**src/rtl/key_debounce_pkg.sv**
```systemverilog
// Shared event-code constants for the keypad debouncer and its consumers.
// Every consumer decodes EVT_CODE against these values.
package key_debounce_pkg;

    localparam int NUM_MAIN  = 9;
    localparam int NUM_LEFT  = 4;
    localparam int KEY_BASE  = 0;
    localparam int LEFT_BASE = 9;
    localparam int NUM_KEYS  = 13;
    localparam int CODE_W    = 4;

    typedef logic [CODE_W-1:0]   evt_code_t;
    typedef logic [NUM_KEYS-1:0] key_vec_t;

    function automatic evt_code_t lowest_idx(key_vec_t v);
        evt_code_t idx;
        idx = '0;
        for (int i = NUM_KEYS - 1; i >= 0; i--) begin
            if (v[i]) idx = CODE_W'(i);
        end
        return idx;
    endfunction

endpackage

```
**src/rtl/key_filter.sv**
```systemverilog
// Single-key debouncer: 2-flop synchronizer, tick-driven hold counter,
// accepted level and a one-cycle pulse on each accepted press.
module key_filter #(
    parameter int DEB_TICKS = 10
) (
    input  logic clk,
    input  logic reset,
    input  logic raw,
    input  logic tick,
    output logic level,
    output logic press
);

    localparam logic [3:0] CNT_MAX = 4'(DEB_TICKS - 1);

    logic       sync1_q, sync1_d;
    logic       sync2_q, sync2_d;
    logic [3:0] cnt_q, cnt_d;
    logic       level_q, level_d;
    logic       press_q, press_d;

    always_comb begin
        sync1_d = raw;
        sync2_d = sync1_q;
        cnt_d   = cnt_q;
        level_d = level_q;
        press_d = 1'b0;
        if (tick) begin
            if (sync2_q != level_q) begin
                if (cnt_q == CNT_MAX) begin
                    level_d = ~level_q;
                    cnt_d   = '0;
                    press_d = ~level_q;
                end else begin
                    cnt_d = cnt_q + 4'd1;
                end
            end else begin
                cnt_d = '0;
            end
        end
    end

    always_ff @(posedge clk) begin
        if (reset) begin
            sync1_q <= 1'b0;
            sync2_q <= 1'b0;
            cnt_q   <= '0;
            level_q <= 1'b0;
            press_q <= 1'b0;
        end else begin
            sync1_q <= sync1_d;
            sync2_q <= sync2_d;
            cnt_q   <= cnt_d;
            level_q <= level_d;
            press_q <= press_d;
        end
    end

    assign level = level_q;
    assign press = press_q;

endmodule

```
**src/rtl/key_debounce.sv**
```systemverilog
// Keypad debouncer: shared prescaler, 13 key filters, pending-press
// vector and a small event FIFO with a sticky lost-press flag.
import key_debounce_pkg::*;

module key_debounce #(
    parameter int TICK_CYCLES = 24000,
    parameter int DEB_TICKS   = 10,
    parameter int FIFO_DEPTH  = 4
) (
    input  logic                CLK,
    input  logic                RESET,
    input  logic [NUM_MAIN-1:0] KEY,
    input  logic [NUM_LEFT-1:0] LEFT_KEY,
    output logic [NUM_MAIN-1:0] KEY_LEVEL,
    output logic [NUM_LEFT-1:0] LEFT_LEVEL,
    output logic [NUM_MAIN-1:0] KEY_PRESS,
    output logic [NUM_LEFT-1:0] LEFT_PRESS,
    output logic                EVT_VALID,
    output logic [CODE_W-1:0]   EVT_CODE,
    input  logic                EVT_READY,
    output logic                EVT_OVF
);

    localparam int PRE_W = (TICK_CYCLES > 1) ? $clog2(TICK_CYCLES) : 1;
    localparam int AW    = $clog2(FIFO_DEPTH);
    localparam int PTR_W = AW + 1;

    logic [PRE_W-1:0] pre_q, pre_d;
    logic             tick;

    key_vec_t raw_all, level_all, press_all;

    assign raw_all[KEY_BASE +: NUM_MAIN]  = KEY;
    assign raw_all[LEFT_BASE +: NUM_LEFT] = LEFT_KEY;

    assign tick  = (pre_q == PRE_W'(TICK_CYCLES - 1));
    assign pre_d = tick ? '0 : pre_q + PRE_W'(1);

    for (genvar i = 0; i < NUM_KEYS; i++) begin : g_filt
        key_filter #(
            .DEB_TICKS(DEB_TICKS)
        ) u_filt (
            .clk  (CLK),
            .reset(RESET),
            .raw  (raw_all[i]),
            .tick (tick),
            .level(level_all[i]),
            .press(press_all[i])
        );
    end

    assign KEY_LEVEL  = level_all[KEY_BASE +: NUM_MAIN];
    assign LEFT_LEVEL = level_all[LEFT_BASE +: NUM_LEFT];
    assign KEY_PRESS  = press_all[KEY_BASE +: NUM_MAIN];
    assign LEFT_PRESS = press_all[LEFT_BASE +: NUM_LEFT];

    key_vec_t         pend_q, pend_d, clr;
    logic             ovf_q, ovf_d;
    logic [PTR_W-1:0] wr_ptr_q, wr_ptr_d;
    logic [PTR_W-1:0] rd_ptr_q, rd_ptr_d;
    evt_code_t        mem_q [FIFO_DEPTH];
    logic             full, empty, pop, wr_en;

    assign empty = (wr_ptr_q == rd_ptr_q);
    assign full  = (wr_ptr_q[AW] != rd_ptr_q[AW]) &&
                   (wr_ptr_q[AW-1:0] == rd_ptr_q[AW-1:0]);
    assign pop   = ~empty & EVT_READY;
    assign wr_en = (|pend_q) & (~full | pop);

    always_comb begin
        clr      = wr_en ? (pend_q & (~pend_q + key_vec_t'(1))) : '0;
        // a press on a bit leaving this cycle simply re-arms it
        pend_d   = (pend_q & ~clr) | press_all;
        ovf_d    = ovf_q | (|(press_all & pend_q & ~clr));
        wr_ptr_d = wr_ptr_q + PTR_W'(wr_en);
        rd_ptr_d = rd_ptr_q + PTR_W'(pop);
    end

    always_ff @(posedge CLK) begin
        if (RESET) begin
            pre_q    <= '0;
            pend_q   <= '0;
            ovf_q    <= 1'b0;
            wr_ptr_q <= '0;
            rd_ptr_q <= '0;
        end else begin
            pre_q    <= pre_d;
            pend_q   <= pend_d;
            ovf_q    <= ovf_d;
            wr_ptr_q <= wr_ptr_d;
            rd_ptr_q <= rd_ptr_d;
        end
    end

    always_ff @(posedge CLK) begin
        if (wr_en) mem_q[wr_ptr_q[AW-1:0]] <= lowest_idx(pend_q);
    end

    assign EVT_VALID = ~empty;
    assign EVT_CODE  = empty ? '0 : mem_q[rd_ptr_q[AW-1:0]];
    assign EVT_OVF   = ovf_q;

endmodule

```
**config.mk**
```make
export PLATFORM = sky130hd
export DESIGN_NAME = key_debounce
export DESIGN_NICKNAME = d
export VERILOG_FILES = /design/src/rtl/key_debounce_pkg.sv /design/src/rtl/key_filter.sv /design/src/rtl/key_debounce.sv
export SDC_FILE = /design/constraint.sdc
export NUM_CORES = 1
export LEC_CHECK = 0
export ABC_AREA = 1
export ABC_CLOCK_PERIOD_IN_PS = 2900
export BUFFER_PORTS_ARGS = -buffer_cell sky130_fd_sc_hd__buf_2
export CELL_PAD_IN_SITES_DETAIL_PLACEMENT = 1
export CELL_PAD_IN_SITES_GLOBAL_PLACEMENT = 2
export CORE_UTILIZATION = 35
export DETAILED_ROUTE_END_ITERATION = 8
export PLACE_DENSITY_LB_ADDON = 0.08
export SLEW_MARGIN = 5
export SYNTH_ARGS = -nofsm -noshare
export SYNTH_HDL_FRONTEND = slang
export SYNTH_SLANG_ARGS = --single-unit
```
**constraint.sdc**
```tcl
create_clock -name CLK -period 2.9 [get_ports CLK]
set_clock_uncertainty 0.05 [all_clocks]
set_input_delay 0.145 -clock CLK [delete_from_list [all_inputs] [get_ports CLK]]
set_output_delay 0.145 -clock CLK [all_outputs]
set_load 0.02 [all_outputs]
```
======== Yosys cells after proc, flatten, opt, wreduce, memory -nomap -nowiden ========
Memories as Yosys holds them, arrays and structs flattened. A register that Yosys moved wholly into a read port is not among the register bits.
Cells that the tools add are included.
storage, ports and cells
  flip-flop bits (word level) ............. 139
  input bits .............................. 16
  RAM bits ................................ 16
  output and inout port bits .............. 32
  memories ................................ 1
memory list
  name   words  bits a word  read ports  clocked after memory_dff  write ports  RTL line            text
  mem_q  4      4            1           1                         1            key_debounce.sv:61  evt_code_t mem_q [FIFO_DEPTH];
cells by class
  bitwise gates (word level) .............. 53
  reduce and logical (&&, ||, !) cells .... 30
  add/subtract/negate cells ............... 17
  equal/unequal tests ..................... 30
  mux-type cells .......................... 45
operator list
  operator                                                         count
  4-bit 2-to-1 mux                                                 41
  4-bit by 1-bit adder with 4-bit output, second input constant    13
  13-bit bitwise AND                                               4
  4-bit == test, second input constant                             13
  4-bit OR reduction                                               13
  1-bit NOT                                                        42
  3-bit AND reduction                                              13
  13-bit NOT                                                       2
  13-bit OR reduction                                              2
  15-bit by 1-bit adder with 15-bit output, second input constant  1
  15-bit == test, second input constant                            1
  1-bit != test                                                    14
  13-bit by 1-bit adder with 13-bit output, second input constant  1
  13-bit 2-to-1 mux                                                1
  13-bit OR                                                        1
  3-bit by 1-bit adder with 3-bit output                           2
  3-bit == test                                                    1
  1-bit bitwise AND                                                2
  2-bit == test                                                    1
  1-bit 2-to-1 mux                                                 2
  2-bit 2-to-1 mux                                                 1
  1-bit OR                                                         2
  2-bit OR reduction                                               1
  1-bit logical AND                                                1

======== Depth between registers and ports, before layout ========
Gate-level depths: netlist of run 1.
  depth after elaboration ................. 14
  mapped depth ............................ 14

======== Cells and area by module ========
Synthesis of run 1 repeated with hierarchy kept, for this count alone.
unflattened totals
  cells, all modules ...................... 1,024
  area total of the unflattened synthesis .. 7,521.0 um^2
modules (own cells, without submodules)
  module        times used  sequential area each (um^2)  cells an instance  area each (um^2)
  key_filter    13          160.2                        53                 380.4
  key_debounce  1           1,181.1                      335                2,576.2

======== Worst setup path before layout of run 1 ========
Ideal clock, no wire load.
  kind .................................... reg-to-reg
  start ................................... reg rd_ptr_q[0]
  end ..................................... reg rd_ptr_q[2]
  setup time .............................. 128 ps
  period minus slack after synthesis ...... 1,793 ps
  cell stages (with the launch flop) ...... 13
  setup slack ............................. 1,107 ps
  data arrival time ....................... 1,616 ps
  cells stage by stage .................... dfxtp_1 -> buf_4 -> inv_4 -> nand2_1 -> nand2_1 -> nor2_1 -> nand2_1 -> nand2_1 -> inv_1 -> ha_1 -> ha_1 -> xnor2_1 -> nor2_1
between the ends
  cells in the longest elaborated chain, start to end .. 4
RTL lines
  element                                 RTL line            text
  start: declaration                      key_debounce.sv:60  logic [PTR_W-1:0] rd_ptr_q, rd_ptr_d;
  start signal: assignment                key_debounce.sv:91  rd_ptr_q <= rd_ptr_d;
  3-bit == test                           key_debounce.sv:64  assign empty = (wr_ptr_q == rd_ptr_q);
  1-bit NOT                               --
  via EVT_VALID                           key_debounce.sv:18  output logic EVT_VALID,
  1-bit bitwise AND                       key_debounce.sv:67  assign pop = ~empty & EVT_READY;
  3-bit by 1-bit adder with 3-bit output  key_debounce.sv:76  rd_ptr_d = rd_ptr_q + PTR_W'(pop);
The timed path passes the listed nets, and every way through them passes these cells.
A chain may end at the register's enable or synchronous reset.

======== Worst setup path in the final report of run 1 ========
  start ................................... reg pend_q[2]
  end ..................................... mem mem_q[2][0] in the netlist's numbering (enable)
between the ends
  cells in the longest elaborated chain, start to end .. 4
RTL lines
  element                                 RTL line            text
  start: declaration                      key_debounce.sv:57  key_vec_t pend_q, pend_d, clr;
  start signal: assignment                key_debounce.sv:88  pend_q <= pend_d;
  13-bit OR reduction                     key_debounce.sv:68  assign wr_en = (|pend_q) & (~full | pop);
  1-bit bitwise AND                       key_debounce.sv:68
  1-bit 2-to-1 mux                        key_debounce.sv:96  if (wr_en) mem_q[wr_ptr_q[AW-1:0]] <= lowest_idx(pend_q);
  1-bit 2-to-1 mux (implied by the code)  key_debounce.sv:96
  end: declaration                        key_debounce.sv:61
No other way between the ends.

==> results of run 1 <==
[synthesized netlist by cell type, types with 2 or more instances]
master / instances
nor2_4: 3
o21ai_0: 42
nand4_1: 5
ha_1: 31
buf_1: 2
dfxtp_1: 139
nor4_1: 2
a21oi_1: 24
buf_4: 27
nand2_1: 144
buf_6: 3
xor2_1: 15
nand2_2: 7
inv_1: 105
xnor2_1: 32
nor2_1: 138
nor3_1: 10
edfxtp_1: 16
clkbuf_1: 6
nand3b_1: 13
buf_2: 6
or2_2: 2
o21ai_1: 22
nand3_1: 39
o22ai_1: 18
[layer usage]
metal,share of wire,vias to the layer above,track usage,routed length [um]
met1,0.47,2615,0.2230,7958
li1,-,2785,-,-
met2,0.49,42,0.3109,8367
met4,0.012,0,0.05886,197
met5,0,-,0,0
met3,0.023,15,0.03689,396
[flip-flops by register name, indices dropped and copies added (netlist names)]
| register | cells |
|---|---|
| pend_q | 13 |
| g_filt.u_filt.sync1_q | 13 |
| g_filt.u_filt.press | 13 |
| g_filt.u_filt.sync2_q | 13 |
| g_filt.u_filt.level | 13 |
| pre_q | 15 |
| EVT_OVF | 1 |
| wr_ptr_q | 3 |
| rd_ptr_q | 3 |
| g_filt.u_filt.cnt_q | 52 |
| mem_q | 16 |
[metrics by stage]
step,worst slack [ns],cell area [um2],cells,utilization,hold slack [ns]
2_1_floorplan,1.107,6923,860,-,0.2020
3_3_place_gp,0.7366,7223,1132,0.3724,0.2939
3_5_place_dp,0.7020,7223,1132,0.3724,0.3037
4_1_cts,0.6535,7954,1177,0.4100,0.1031
5_1_grt,0.4406,7954,1177,0.4100,0.1468
6_report,0.6557,7954,1177,0.4100,0.1186
[what timing repair did]
action	CTS	global route
buffers inserted	0	0
hold endpoints to repair	13	0
hold buffers	13	0
[area by class of cell]
class                           instances  area (um2)  area share
Sequential cell                       155        3263      0.4103
Multi-Input combinational cell        554        2959      0.3720
Clock buffer                           18       429.2     0.05396
Inverter                              107       404.1     0.05081
Timing Repair Buffer                   64       395.4     0.04971
Tap cell                              265       331.6     0.04169
Clock inverter                         14       171.4     0.02155
[cell families after synthesis]
logic type                 share of synthesized area
and+or+nand+nor                               0.2284
DFF                                           0.4714
buffers and inverters                         0.1012
AOI/OAI and AO/OA                            0.08350
xor gates and xnor gates                     0.05946
adders and majority gates                    0.05603
[power by group]
group / total [mW] / internal [mW] / switching, mW
clock network: 2.29 / 1.36 / 0.928
logic: 0.106 / 0.0408 / 0.0652
registers: 2.19 / 2.18 / 0.00971
total: 4.58 / 3.58 / 1.00
[critical path: stages, from the launching register on]
cell and delay [ns]:
dfxtp_1 0.43, nor2_1 0.10, nand2_1 0.21, nor2_1 0.10
nand2_2 0.19, nand2_2 0.19, nor3_1 0.61
[how the worst max path moves through the flow]
stage	from	endpoint	cells after the start
after CTS	rd_ptr_q[0]	wr_ptr_q[2]	11
after floorplan	rd_ptr_q[0]	rd_ptr_q[2]	12
after global routing	pre_q[8]	g_filt[8].u_filt.cnt_q[3]	7
after global placement	pend_q[2]	mem_q[2][1]	6
final	pend_q[2]	mem_q[2][0]	6
after detailed placement	rd_ptr_q[0]	wr_ptr_q[2]	11
==> results.sh, run 1 <==
export IMPL_postSynthCellCount=860
export IMPL_power_density_mw_per_mm2=575.9
export IMPL_clkTransAtPathRegs_ns=0.07
export IMPL_period_minus_slack_ns=2.244
export IMPL_worstSetupPathType="flip-flop to flip-flop"
export IMPL_dieArea_mm2=0.02035
export IMPL_synth_top_cell_area_share=0.4020
export IMPL_io_pins=48
export IMPL_wl_um=16920
export IMPL_synth_area_leaders="dfxtp_1, nand2_1, nor2_1, edfxtp_1, inv_1"
export IMPL_vias=5457
export IMPL_port_buffers=47
export IMPL_grt_pass1_vias=5706
export IMPL_fmax_mhz=445.6
export IMPL_area_growth_synth_to_final_pct=14.89
export IMPL_grtUsageTotal=0.1800
export IMPL_rsz0062_at_grt="no"
export IMPL_rrSetupSlack_ns=0.66
export IMPL_synth_main_ff_cell="dfxtp_1"
export IMPL_status="complete, no violations"
export IMPL_worstReg2RegStart="pend_q[2]"
export IMPL_power_leakage_nw=3.358
export IMPL_worst_pin_slew_ns=0.7654
export IMPL_ys_seq_area_frac=0.4714
export IMPL_synth_edf_count=16
export IMPL_final_common_cell="nand2_1"
export IMPL_arrival_ns=2.25
export IMPL_finalHoldViolCount=0
export IMPL_reg2reg_depth=6
export IMPL_gp_congestion=0.8297
export IMPL_finalSetupTns_ns=0
export IMPL_drtIter0Drc=159
export IMPL_hp_class="primary input to flip-flop"
export IMPL_yosysWarnings=0
export IMPL_synth_avg_cell_area_um2=8.050
export IMPL_drcViolationCount=0
export IMPL_hpwlAfterDp_um=12100
export IMPL_htreeDepth=4
export IMPL_core_area_mm2=0.01940
export IMPL_dieWidth_um=142.6
export IMPL_power_mw=4.580
export IMPL_clockBufferDepth=2
export IMPL_antenna_found_initial=0
export IMPL_nets=946
export IMPL_viasPerCell=4.636
export IMPL_drt_pre_antenna_iters=4
export IMPL_start_kind="flip-flop"
export IMPL_max_slew_margin=0.4890
export IMPL_final_max_slew_violation_count=0
export IMPL_end_kind="flip-flop"
export IMPL_postSynth_asyncResetShare=0
export IMPL_hold_depth=6
export IMPL_postCtsResizedCells=0
export IMPL_synth_area_mm2=0.006923
export IMPL_min_to="rd_ptr_q[0]"
export IMPL_synthesis_nets=907
export IMPL_cts_tree="built"
export IMPL_setup_viol=0
export IMPL_r2r_end="mem_q[2][0]"
export IMPL_final_cell_mix="nand2_1, dfxtp_1, nor2_1"
export IMPL_yosysUniqueCellTypes=34
export IMPL_clk_insertion_delay_late_ns=0.42
export IMPL_drv_cap=0
export IMPL_synth_seq_cells=155
export IMPL_fp_dieH_um=142.6
export IMPL_layout_worst_path_cycle_share=0.7739
export IMPL_irDropWorstVdd_uv=373.8
export IMPL_grt_max_degree=60
export IMPL_ant_nets=0
export IMPL_root_buffer="clkbuf_16"
export IMPL_hold_start="EVT_READY"
export IMPL_cp_max_fo=11
export IMPL_initial_utilization=0.3569
export IMPL_grt_pass1_wl_um=28280
export IMPL_num_fill_cells=2384
export IMPL_wl_per_cell_um=14.37
export IMPL_cts_buffers=17
export IMPL_yosysTopAreaCell="dfxtp_1"
export IMPL_cp_data_required_time_ns=2.90
export IMPL_insertedDiodeCount=0
export IMPL_grt_ovfl_total=0
export IMPL_rows=51
export IMPL_drive_above_1_share=0.1075
export IMPL_clkSinkCount=155
(Power assumes the default switching activity.)
==> inputs of run 2 (changes only) <==
--- a/config.mk
+++ b/config.mk
@@ -5,8 +5,8 @@
 export SDC_FILE = /design/constraint.sdc
 export NUM_CORES = 1
 export LEC_CHECK = 0
-export ABC_AREA = 1
-export ABC_CLOCK_PERIOD_IN_PS = 2900
+export ABC_AREA = 0
+export ABC_CLOCK_PERIOD_IN_PS = 1900
 export BUFFER_PORTS_ARGS = -buffer_cell sky130_fd_sc_hd__buf_2
 export CELL_PAD_IN_SITES_DETAIL_PLACEMENT = 1
 export CELL_PAD_IN_SITES_GLOBAL_PLACEMENT = 2
==> constraint.sdc (replaced) <==
create_clock -name CLK -period 1.9 [get_ports CLK]
set_clock_uncertainty 0.05 [all_clocks]
set_input_delay 0.095 -clock CLK [delete_from_list [all_inputs] [get_ports CLK]]
set_output_delay 0.095 -clock CLK [all_outputs]
set_load 0.02 [all_outputs]
==> results.sh, run 2 <==
export IMPL_status="finished with violations"
export IMPL_violations="setup timing"
export IMPL_wl_per_cell_um=17.00
export IMPL_nets=865
export IMPL_rrSetupSlack_ns=-0.09
export IMPL_power_mw=7.309
export IMPL_cp_startpoint="pre_q[0]"
export IMPL_vias=5284
export IMPL_clockBufferDepth=2
export IMPL_core_area_mm2=0.01877
export IMPL_root_buffer="clkbuf_16"
export IMPL_r2r_end="g_filt[9].u_filt.cnt_q[2]"
export IMPL_worstReg2RegStart="pre_q[0]"
export IMPL_wl_um=18110
export IMPL_final_max_slew_violation_count=0
export IMPL_synth_seq_cells=155
export IMPL_drive_above_1_share=0.3514
export IMPL_ant_nets=0
export IMPL_regMostFlops="g_filt.u_filt.cnt_q"
export IMPL_start_kind="flip-flop"
export IMPL_synth_main_ff_cell="dfxtp_1"
export IMPL_final_cell_mix="dfxtp_1, buf_4, buf_2"
export IMPL_grtUsageTotal=0.1868
export IMPL_fp_dieH_um=140.6
export IMPL_gp_congestion=0.7761
export IMPL_top_layer_used="met4"
export IMPL_reg2reg_depth=9
export IMPL_synthesis_nets=732
export IMPL_dieArea_mm2=0.01976
export IMPL_setup_viol=18
export IMPL_synth_avg_cell_area_um2=9.811
export IMPL_clk_insertion_delay_late_ns=0.43
export IMPL_initial_utilization=0.3581
export IMPL_finalHoldViolCount=0
export IMPL_yosysTopAreaCell="dfxtp_1"
export IMPL_power_leakage_nw=3.803
export IMPL_arrival_ns=2.31
export IMPL_period_minus_slack_ns=1.994
export IMPL_grt_ovfl_total=0
export IMPL_dieWidth_um=140.6
export IMPL_grt_pass1_wl_um=28560
export IMPL_power_density_mw_per_mm2=782.1
export IMPL_grt_max_degree=35
export IMPL_ys_seq_area_frac=0.4856
export IMPL_postSynth_asyncResetShare=0
export IMPL_cp_data_required_time_ns=2.22
export IMPL_cts_tree="built"
export IMPL_cts_buffers=17
export IMPL_synth_top_cell_area_share=0.4141
export IMPL_wl_met2_um=9139
export IMPL_synth_common_cells="dfxtp_1, o21ai_0, nor2_1"
export IMPL_synth_area_mm2=0.006720
export IMPL_drt_met1_wl_um=8307
export IMPL_drtIter0Drc=171
export IMPL_dr_wl_met3_um=442
export IMPL_drv_cap=0
export IMPL_yosysWarnings=0
export IMPL_drt_pre_antenna_iters=4
export IMPL_end_kind="flip-flop"
export IMPL_max_slew_margin=0.7047
export IMPL_worst_slack_ns=-0.09394
export IMPL_htreeDepth=4
export IMPL_port_buffers=47
export IMPL_synth_most_common_cell="dfxtp_1"
export IMPL_fmax_mhz=501.5
export IMPL_final_common_cell="dfxtp_1"
export IMPL_rsz0062_at_grt="yes"
export IMPL_cp_max_fo=6
export IMPL_rows=50
export IMPL_viasPerCell=4.962
export IMPL_yosysUniqueCellTypes=55
export IMPL_clkSinkCount=155
export IMPL_cp_endpoint="g_filt[9].u_filt.cnt_q[2]"
export IMPL_clkTransAtPathRegs_ns=0.06
export IMPL_layout_worst_path_cycle_share=1.049
export IMPL_postSynthCellCount=685
export IMPL_drcViolationCount=0
export IMPL_grt_pass1_vias=5663
export IMPL_worst_pin_slew_ns=0.4429
export IMPL_largest_register_ffs=52
export IMPL_worstSetupPathType="flip-flop to flip-flop"
export IMPL_area_growth_synth_to_final_pct=39.06
export IMPL_insertedDiodeCount=0
export IMPL_irDropWorstVdd_uv=574.4
export IMPL_hpwlAfterDp_um=11990
export IMPL_hp_class="primary input to flip-flop"
export IMPL_antenna_found_initial=0
export IMPL_pre_cts_slack_ns=-0.2805
export IMPL_synth_edf_count=16
export IMPL_synth_area_leaders="dfxtp_1, edfxtp_1, ha_1, o21ai_0, xor2_1"
export IMPL_io_pins=48
run 2: critical path, stage by stage (launching register included):
cell	delay [ns]
dfxtp_4	0.36
ha_4	0.13
and3_4	0.17
and4_4	0.22
nand4b_4	0.15
buf_8	0.18
nand3b_1	0.21
buf_6	0.17
nor3b_2	0.18
a21o_1	0.11
run 2: worst min-delay path by stage:
stage / depth (start not counted) / slack (ns) / end / start
after floorplan: 1 / 0.17 / g_filt[0].u_filt.sync1_q / KEY[0]
after global placement: 2 / 0.26 / g_filt[1].u_filt.sync1_q / KEY[1]
after detailed placement: 2 / 0.26 / g_filt[4].u_filt.sync1_q / KEY[4]
after CTS: 3 / 0.08 / g_filt[4].u_filt.level / RESET
after global routing: 3 / 0.07 / g_filt[5].u_filt.level / RESET
final: 3 / 0.07 / g_filt[5].u_filt.level / RESET
run 2: repair_timing:
item / in CTS / in global routing
gates resized for setup: 82 / 95
buffers inserted: 15 / 5
pin swaps: 25 / 22
hold endpoints to repair: 13 / 0
cloned: 2 / 3
setup endpoints to repair: 93 / 93
hold buffers: 13 / 0
run 2: logic make-up (layout without fill, tap and decap cells):
group,count (synthesis),count (layout),synth area share
adders and majority gates,31,31,0.05772
AOI/OAI and AO/OA,130,130,0.1193
and+or+nand+nor,237,237,0.1992
buffers and inverters,87,233,0.06665
xor gates and xnor gates,34,34,0.04543
muxes,11,11,0.02607
DFF,155,155,0.4856
run 2: layout make-up:
| class | instances | area (um2) |
|---|---|---|
| clock buffer | 18 | 429.2 |
| clock inverter | 14 | 216.5 |
| fill | 2030 | 9423 |
| inverter | 39 | 146.4 |
| multi-input combinational | 443 | 3605 |
| sequential | 155 | 3278 |
| tap | 234 | 292.8 |
| timing repair buffer | 162 | 1378 |
run 2: metrics by stage:
stage,instances,cell area (um2),hold slack [ns],utilization,setup TNS (ns)
global route,1065,9345,0.06937,0.4979,-5.436
CTS,1059,8864,0.07737,0.4723,-0.8979
finish,1065,9345,0.06719,0.4979,-0.5673
detailed placement,997,7666,0.2611,0.4085,-9.107
global placement,997,7666,0.2551,0.4085,-3.014
floorplan,685,6823,0.1732,-,-0.3469
run 2: power breakdown:
| part | total [mW] | internal [mW] | switching, mW |
|---|---|---|---|
| clock | 3.75 | 2.34 | 1.41 |
| sequential | 3.34 | 3.32 | 0.0178 |
| combinational | 0.221 | 0.111 | 0.110 |
run 2: routing by layer:
metal | up-vias | GRT usage
met1 | 2572 | 0.2316
met3 | 18 | 0.04171
met5 | - | 0
met4 | 0 | 0.05492
li1 | 2637 | -
met2 | 57 | 0.3239
==> inputs of run 3 (changes only) <==
--- a/config.mk
+++ b/config.mk
@@ -12,7 +12,7 @@
 export CELL_PAD_IN_SITES_GLOBAL_PLACEMENT = 2
 export CORE_UTILIZATION = 35
 export DETAILED_ROUTE_END_ITERATION = 8
-export PLACE_DENSITY_LB_ADDON = 0.08
+export PLACE_DENSITY = 0.79
 export SLEW_MARGIN = 5
 export SYNTH_ARGS = -nofsm -noshare
 export SYNTH_HDL_FRONTEND = slang
==> results.sh, run 3 (synthesis gave the netlist of run 2 again) <==
export IMPL_rrSetupSlack_ns=-0.10
export IMPL_instances_no_fill=1054
export IMPL_regMostFlops="g_filt.u_filt.cnt_q"
export IMPL_cp_max_fo=6
export IMPL_worst_slack_ns=-0.1035
export IMPL_vias=5364
export IMPL_htreeDepth=4
export IMPL_io_pins=48
export IMPL_grtUsageTotal=0.1917
export IMPL_placed_area_mm2=0.007629
export IMPL_root_buffer="clkbuf_16"
export IMPL_dieWidth_um=140.6
export IMPL_cts_buffers=17
export IMPL_max_slew_margin=0.5340
export IMPL_dp_cells=992
export IMPL_worstReg2RegStart="pre_q[0]"
export IMPL_start_kind="flip-flop"
export IMPL_violations="setup timing"
export IMPL_clk_insertion_delay_late_ns=0.43
export IMPL_fp_dieH_um=140.6
export IMPL_area_growth_synth_to_final_pct=36.57
export IMPL_final_area_mm2=0.009178
export IMPL_finalHoldViolCount=0
export IMPL_grt_pass1_vias=5880
export IMPL_layout_worst_path_cycle_share=1.054
export IMPL_port_buffers=47
export IMPL_drive_above_1_share=0.3476
export IMPL_rsz0062_at_grt="yes"
export IMPL_nets=854
export IMPL_final_max_slew_violation_count=0
export IMPL_drt_pre_antenna_iters=4
export IMPL_power_leakage_nw=3.724
export IMPL_gp_congestion=0.7952
export IMPL_grt_max_degree=60
export IMPL_power_density_mw_per_mm2=791.2
export IMPL_hpwlAfterDp_um=12120
export IMPL_worst_pin_slew_ns=0.6990
export IMPL_arrival_ns=2.32
export IMPL_period_minus_slack_ns=2.003
export IMPL_min_to="g_filt[7].u_filt.cnt_q[0]"
export IMPL_grt_pass1_wl_um=29490
export IMPL_hold_depth=5
export IMPL_largest_register_ffs=52
export IMPL_drtIter0Drc=175
export IMPL_worstSetupPathType="flip-flop to flip-flop"
export IMPL_hp_class="primary input to flip-flop"
export IMPL_clkSinkCount=155
export IMPL_setup_viol=48
export IMPL_core_area_mm2=0.01877
export IMPL_drcViolationCount=0
export IMPL_hold_start="RESET"
export IMPL_insertedDiodeCount=0
export IMPL_ant_nets=0
export IMPL_cts_tree="built"
export IMPL_cp_data_required_time_ns=2.22
export IMPL_reg2reg_depth=9
export IMPL_dieArea_mm2=0.01976
export IMPL_final_cell_mix="dfxtp_1, buf_4, buf_2"
export IMPL_clockBufferDepth=2
export IMPL_antenna_found_initial=0
export IMPL_wl_um=18360
export IMPL_r2r_end="g_filt[8].u_filt.cnt_q[2]"
export IMPL_status="finished with violations"
export IMPL_clkTransAtPathRegs_ns=0.06
export IMPL_initial_utilization=0.3581
export IMPL_wl_per_cell_um=17.42
export IMPL_rows=50
export IMPL_drv_cap=0
export IMPL_final_common_cell="dfxtp_1"
export IMPL_fmax_mhz=499.1
export IMPL_viasPerCell=5.089
export IMPL_irDropWorstVdd_uv=469.7
export IMPL_grt_ovfl_total=0
export IMPL_end_kind="flip-flop"
run 3: changes by cell type in the layout (fill, tap and decap cells not counted), sizes merged:
cell,before,now
clkinv,3,2
clkinvlp,3,5
buf,146,136
bufbuf,0,1
clkbuf,21,19
inv,42,41
run 3: area by class of cell:
class	instances	area, um2
Clock buffer	18	429.2
Clock inverter	14	220.2
Fill cell	2011	9590
Inverter	39	146.4
Multi-Input combinational cell	443	3583
Sequential cell	155	3277
Tap cell	234	292.8
Timing Repair Buffer	151	1229
run 3: repair_timing:
action / in CTS / in global routing
endpoints found under the hold margin: 13 / 0
endpoints found under the setup margin: 101 / 120
hold buffers: 13 / 0
cloned: 1 / 1
resized for setup: 79 / 73
pin swaps: 26 / 27
buffers inserted: 11 / 6
run 3: stage by stage:
| stage | TNS [ns] | hold slack, ns | utilization | setup slack (ns) | total power [mW] |
|---|---|---|---|---|---|
| 3_3_place_gp | -2.926 | 0.2510 | 0.4065 | -0.2458 | 3.558 |
| 3_5_place_dp | -8.397 | 0.2649 | 0.4065 | -0.2723 | 3.566 |
| 2_1_floorplan | -0.3469 | 0.1732 | - | -0.1439 | 3.491 |
| 5_1_grt | -9.241 | 0.1588 | 0.4890 | -0.2470 | 7.496 |
| 4_1_cts | -1.444 | 0.1312 | 0.4694 | -0.09003 | 7.315 |
| 6_report | -2.277 | 0.1334 | 0.4890 | -0.1035 | 7.262 |
run 3: power breakdown:
part / switching, mW / total (mW) / internal, mW
logic: 0.103 / 0.199 / 0.0961
registers: 0.0171 / 3.34 / 3.33
clock network: 1.38 / 3.72 / 2.34
total: 1.50 / 7.26 / 5.76
run 3: per-layer routing:
| layer | share of wire | global-route usage |
|---|---|---|
| met1 | 0.41 | 0.2072 |
| met2 | 0.56 | 0.3692 |
| met3 | 0.024 | 0.04137 |
| met4 | 0.0099 | 0.06007 |
| met5 | 0 | 0 |
run 3: critical path, cell delays in order, from the launching register on:
cell      delay (ns)
dfxtp_2         0.35
ha_4            0.14
and3_4          0.18
and4_4          0.22
nand4b_4        0.14
buf_12          0.17
buf_6           0.13
or2_4           0.28
nor3b_2         0.19
a21o_1          0.10
run 3: how the worst max path moves through the flow:
stage	endpoint	slack (ns)	startpoint
3_5_place_dp	g_filt[2].u_filt.press	-0.27	pre_q[1]
5_1_grt	g_filt[6].u_filt.cnt_q[0]	-0.25	pre_q[0]
6_report	g_filt[8].u_filt.cnt_q[2]	-0.10	pre_q[0]
4_1_cts	g_filt[1].u_filt.cnt_q[2]	-0.09	pre_q[0]
3_3_place_gp	g_filt[2].u_filt.press	-0.25	pre_q[1]
2_1_floorplan	wr_ptr_q[2]	-0.14	rd_ptr_q[0]
